[src/rtl/life_ctrl.sv]
// Sequencer for a cellular-automaton PE array: host CLEAR/WRITE/READ/RUN ops, paced STEP generation.
// Optional LIFE_CTRL_AUTOSTOP_EN: end a run early once the array reports no cell changed.

`ifndef N_PX_BITS
`define N_PX_BITS 4
`endif
`ifndef N_PY_BITS
`define N_PY_BITS 4
`endif
`ifndef PE_STATE_BITS
`define PE_STATE_BITS 1
`endif
`ifndef PE_CMD_BITS
`define PE_CMD_BITS 3
`endif
`ifndef PE_CMD_NOP
`define PE_CMD_NOP 3'd0
`endif
`ifndef PE_CMD_RESET
`define PE_CMD_RESET 3'd1
`endif
`ifndef PE_CMD_WRITE
`define PE_CMD_WRITE 3'd2
`endif
`ifndef PE_CMD_READ
`define PE_CMD_READ 3'd3
`endif
`ifndef PE_CMD_STEP
`define PE_CMD_STEP 3'd4
`endif

module life_ctrl #(
    parameter int GEN_W    = 16,
    parameter int PERIOD_W = 24
) (
    input  logic                       clk,
    input  logic                       rst_n,
    input  logic                       op_valid,
    output logic                       op_ready,
    input  logic [1:0]                 op_code,
    input  logic [`N_PX_BITS-1:0]      op_x,
    input  logic [`N_PY_BITS-1:0]      op_y,
    input  logic [`PE_STATE_BITS-1:0]  op_data,
    input  logic [GEN_W-1:0]           op_gens,
    input  logic [PERIOD_W-1:0]        period,
    input  logic                       stop,
    output logic                       rd_valid,
    output logic [`PE_STATE_BITS-1:0]  rd_data,
    output logic                       done,
    output logic [GEN_W-1:0]           gen_count,
    output logic [`PE_CMD_BITS-1:0]    pe_cmd,
    output logic [`PE_STATE_BITS-1:0]  pe_state_o,
    input  logic [`PE_STATE_BITS-1:0]  pe_state_i,
    input  logic                       pe_active,
    output logic [`N_PX_BITS-1:0]      pe_adr_x,
    output logic [`N_PY_BITS-1:0]      pe_adr_y
);

    typedef enum logic [2:0] {
        IDLE, CLEAR, WRITE, READ, CAPTURE, WAIT, STEP, SETTLE
    } state_t;

    state_t                      state_reg, state_next;
    logic                        ready_en_reg;
    logic [`N_PX_BITS-1:0]       x_reg;
    logic [`N_PY_BITS-1:0]       y_reg;
    logic [`PE_STATE_BITS-1:0]   data_reg;
    logic [`PE_STATE_BITS-1:0]   rd_data_reg;
    logic [GEN_W-1:0]            remaining_reg;
    logic [GEN_W-1:0]            gen_count_reg;
    logic                        forever_reg;
    logic [PERIOD_W-1:0]         period_reg;
    logic [PERIOD_W-1:0]         wait_cnt_reg;
    logic                        rd_valid_reg;
    logic                        done_reg;
    logic                        accept;
    logic                        wait_last;
    logic                        run_last;
    logic                        auto_end;
    logic [PERIOD_W-1:0]         period_eff;

    assign op_ready   = ready_en_reg && (state_reg == IDLE);
    assign accept     = op_valid && op_ready;
    assign period_eff = (period_reg == '0) ? PERIOD_W'(1) : period_reg;
    assign wait_last  = (wait_cnt_reg >= period_eff - PERIOD_W'(1));
    assign run_last   = !forever_reg && (remaining_reg == '0);

`ifdef LIFE_CTRL_AUTOSTOP_EN
    assign auto_end = !pe_active;
`else
    logic unused_pe_active;
    assign unused_pe_active = pe_active;
    assign auto_end         = 1'b0;
`endif

    assign pe_adr_x   = x_reg;
    assign pe_adr_y   = y_reg;
    assign pe_state_o = data_reg;
    assign rd_data    = rd_data_reg;
    assign rd_valid   = rd_valid_reg;
    assign done       = done_reg;
    assign gen_count  = gen_count_reg;

    always_comb begin
        state_next = state_reg;
        pe_cmd     = `PE_CMD_NOP;
        case (state_reg)
            IDLE: begin
                if (accept) begin
                    case (op_code)
                        2'b00:   state_next = CLEAR;
                        2'b01:   state_next = WRITE;
                        2'b10:   state_next = READ;
                        default: state_next = WAIT;
                    endcase
                end
            end
            CLEAR: begin
                pe_cmd     = `PE_CMD_RESET;
                state_next = IDLE;
            end
            WRITE: begin
                pe_cmd     = `PE_CMD_WRITE;
                state_next = IDLE;
            end
            READ: begin
                pe_cmd     = `PE_CMD_READ;
                state_next = CAPTURE;
            end
            CAPTURE: state_next = IDLE;
            WAIT: begin
                if (stop)
                    state_next = IDLE;
                else if (wait_last)
                    state_next = STEP;
            end
            // stop is deliberately not looked at here: a STEP already issued always completes
            STEP: begin
                pe_cmd     = `PE_CMD_STEP;
                state_next = SETTLE;
            end
            SETTLE: begin
                if (stop || run_last || auto_end)
                    state_next = IDLE;
                else
                    state_next = WAIT;
            end
            default: state_next = IDLE;
        endcase
    end

    always_ff @(posedge clk or negedge rst_n) begin
        if (!rst_n) begin
            state_reg     <= IDLE;
            ready_en_reg  <= 1'b0;
            x_reg         <= '0;
            y_reg         <= '0;
            data_reg      <= '0;
            rd_data_reg   <= '0;
            remaining_reg <= '0;
            gen_count_reg <= '0;
            forever_reg   <= 1'b0;
            period_reg    <= '0;
            wait_cnt_reg  <= '0;
            rd_valid_reg  <= 1'b0;
            done_reg      <= 1'b0;
        end else begin
            state_reg    <= state_next;
            ready_en_reg <= 1'b1;
            rd_valid_reg <= (state_reg == CAPTURE);
            done_reg     <= (state_reg != IDLE) && (state_next == IDLE);
            if (accept) begin
                x_reg         <= op_x;
                y_reg         <= op_y;
                data_reg      <= op_data;
                remaining_reg <= op_gens;
                forever_reg   <= (op_gens == '0);
                period_reg    <= period;
                wait_cnt_reg  <= '0;
            end
            case (state_reg)
                CLEAR:   gen_count_reg <= '0;
                CAPTURE: rd_data_reg   <= pe_state_i;
                WAIT:    wait_cnt_reg  <= wait_last ? '0 : wait_cnt_reg + PERIOD_W'(1);
                STEP: begin
                    gen_count_reg <= gen_count_reg + GEN_W'(1);
                    if (!forever_reg)
                        remaining_reg <= remaining_reg - GEN_W'(1);
                end
                default: ;
            endcase
        end
    end

endmodule
[config.mk]
export PLATFORM = sky130hd
export DESIGN_NAME = life_ctrl
export DESIGN_NICKNAME = d
export VERILOG_FILES = /design/src/rtl/life_ctrl.sv
export SDC_FILE = /design/constraint.sdc
export NUM_CORES = 1
export LEC_CHECK = 0
export CAP_MARGIN = 0
export CELL_PAD_IN_SITES_DETAIL_PLACEMENT = 0
export CELL_PAD_IN_SITES_GLOBAL_PLACEMENT = 1
export CORE_MARGIN = 3
export CORE_UTILIZATION = 44
export DETAILED_ROUTE_END_ITERATION = 6
export PLACE_DENSITY = 0.94
export SYNTH_ARGS = -nofsm -noshare
export SYNTH_HDL_FRONTEND = slang
export SYNTH_SLANG_ARGS = --single-unit
[constraint.sdc]
create_clock -name clk -period 11.4 [get_ports clk]
set_clock_uncertainty 0.15 [all_clocks]
set_input_delay 2.85 -clock clk [delete_from_list [all_inputs] [get_ports clk]]
set_output_delay 2.85 -clock clk [all_outputs]
set_load 0.02 [all_outputs]
==> results.ini <==
[placement]
dpl_cell_area_um2=6634
gp_congestion=0.8173
dpl.hpwl_mm=10.06
portBuffers=87

[yosys]
syn_avg_cell_area_um2=8.747
async_flop_share_pct=100.0
synthXorXnorAreaFrac_pct=3.105
syn_inst=645
synth_compound_area_share_pct=14.97
ys.flop_type=dfrtp_1
ys.warnings.count=0
synth_edf_count=0
ys_seq_area_share_pct=43.03
syn_area_um2=5642
synthAdderAreaFrac_pct=6.653
yosysUniqueCellTypes=65
synth-simple-area-share_pct=28.08
yosys-mux-area-fraction_pct=0.9093
synth-seq-cells=97
syn_nets=732
synth_top_family_by_area=simple AND/OR/NAND/NOR gates

[worst_setup_path]
worstSetupStartpointType=flip-flop
worstPathArrival_ns=5.55
reg2regPathDepth=18
path_class=reg2reg
r2r-start=period_reg[6]
worstSetupEndpointType=flip-flop
critPathLaunch=period_reg[6]
cp_max_fo=17
required_ns=11.53

[pwr]
intPower_uw=665.3
leakage_uw=0.003002
ir_drop_mv=0.09560
seq_power_share_pct=45.1
p_per_area_nw_per_um2=144.2
comb_power_share_pct=24.3
switching_power_uw=334.4
power.share.clock_pct=30.6
switching_share_pct=33.45

[drt]
drt_pass1_iterations=6
vias_per_cell=5.631
wl_mm=13.84
drt_iter0_markers=375
drc_errors=0
route.vias.total=5045
ant_nets=0
wl_per_cell_um=15.45

[sta]
finalSetupViolCount=0
rsz0062_at_grt=false
timing.final.crit_period_ns=5.417
finalCritPeriodShare_pct=47.52
hold_viol_final=0
drv_slew=0
worst_slew_pin_slew_ns=1.019
timing.slew.headroom_pct=31.45
fin_tns_setup_ns=0
max_freq_ghz=0.1846

[global_routing]
grt_pass1_wl_mm=23.52
grt_pass1_vias=4764
grt_max_degree=53
grtUsageTotal_pct=19.99
grt_overflow=0
antenna_found_initial=0

[final_layout]
stdcell_area_um2=6933
diodes=0
syn2layout_area_growth_pct=22.89
final_cell_mix=141 x nand2_1, 97 x dfrtp_1, 86 x clkdlybuf4s50_1
finalCoreUtilization_pct=56.54
regArea_um2=2427
final_common_cell=nand2_1
layout-drive-gt1-share_pct=6.731
multi_input_area_um2=3034
filler_cell_count=1091
nets=810

[cts]
cts_tree=yes
h-tree-depth=3
ctsHoldBuffers=0
cts_resized=0
postCtsSetupBuffers=0
clk_latency_ns=0.36
cts_buffers=9
cts-root-buf=clkbuf_16
clockBufferDepth=2
cts.clk_slew.worst_paths_ns=0.07
cts_num_sinks=97

[floorplanning]
core_um2=12260
die_x_um=119.2
die_area_um2=14220
start_util_pct=46.01
ioPinCount=89
rows=40
die_h_um=119.2

[outcome]
outcome=finished clean

[hold_path]
hp-start=pe_state_o
hold_class=reg2reg
holdPathStages=2

[job]
max-cap-violations=0

-- logic make-up after synthesis --
group / after synthesis
xor+xnor: 20
flops: 97
buf+inv: 40
other cells: 1
compound gates: 125
simple gates: 327
fa+ha+maj: 30
mux: 5
-- cells in the mapped netlist, types with 8 or more instances --
cell | n | area share [%]
a21o_1 | 8 | 1.1
a21oi_1 | 30 | 2.7
and3_1 | 9 | 1.0
clkbuf_1 | 17 | 1.1
dfrtp_1 | 97 | 43
ha_1 | 30 | 6.7
inv_1 | 14 | 0.93
nand2_1 | 141 | 9.4
nand3_1 | 35 | 3.1
nand4_1 | 14 | 1.6
nor2_1 | 47 | 3.1
nor3_1 | 24 | 2.1
nor4_1 | 13 | 1.4
o21ai_0 | 34 | 3.0
o221a_2 | 11 | 2.2
or3_1 | 10 | 1.1
xnor2_1 | 12 | 1.9
xor2_1 | 8 | 1.2
-- layer usage --
metal  track usage, %  part of all wire [%]
met3            3.941                   6.2
met5                0                     0
met4            6.734                   2.0
met2            31.30                    47
met1            27.78                    45
-- area by class of cell --
type | count | share of cell area (%)
clock inverter | 7 | 1.065
tap | 168 | 3.032
multi-input combinational | 508 | 43.76
timing repair buffer | 92 | 13.07
inverter | 15 | 0.8121
clock buffer | 9 | 3.249
sequential | 97 | 35.01
-- stage by stage --
stage	power (µW)	hold slack [ns]	worst slack (ns)	instances
6_report	999.7	0.3332	5.983	896
5_1_grt	1064	0.3487	5.579	896
4_1_cts	1008	0.3345	5.990	896
3_5_place_dp	699.0	0.3187	6.003	880
3_3_place_gp	682.7	0.3074	6.075	880
2_1_floorplan	601.6	0.3125	6.885	645
-- power groups by stage --
stage | logic, µW | registers (µW) | clock network [µW]
2_1_floorplan | 150 | 451 | 0
3_3_place_gp | 231 | 451 | 0
3_5_place_dp | 243 | 456 | 0
4_1_cts | 245 | 449 | 313
5_1_grt | 274 | 459 | 330
6_report | 243 | 451 | 306
-- critical path, cell delays in order, from the launching register on --
cell	delay, ns
dfrtp_1	0.43
or3_4	0.42
or3_4	0.35
or3_4	0.38
nor2_1	0.19
a31oi_1	0.15
ha_1	0.27
nand2_1	0.24
nor3_4	0.09
nand3b_1	0.11
xor2_1	0.20
ha_1	0.26
nand4_1	0.14
nor4_1	0.12
a22oi_1	0.22
o2111ai_1	0.37
or3_1	0.73
or3_1	0.44
nand3_1	0.09
-- final timing paths --
| check | endpoint | slack (ns) |
|---|---|---|
| max in group asynchronous | period_reg[12] | 7.66 |
| min in group asynchronous | pe_adr_x[3] | 2.36 |
| min | pe_state_o | 0.33 |
| min reg2reg | pe_state_o | 0.33 |
| max reg2reg | wait_cnt_reg[14] | 5.98 |
| max | wait_cnt_reg[14] | 5.98 |
No activity file was read; power rests on OpenSTA's default activity.
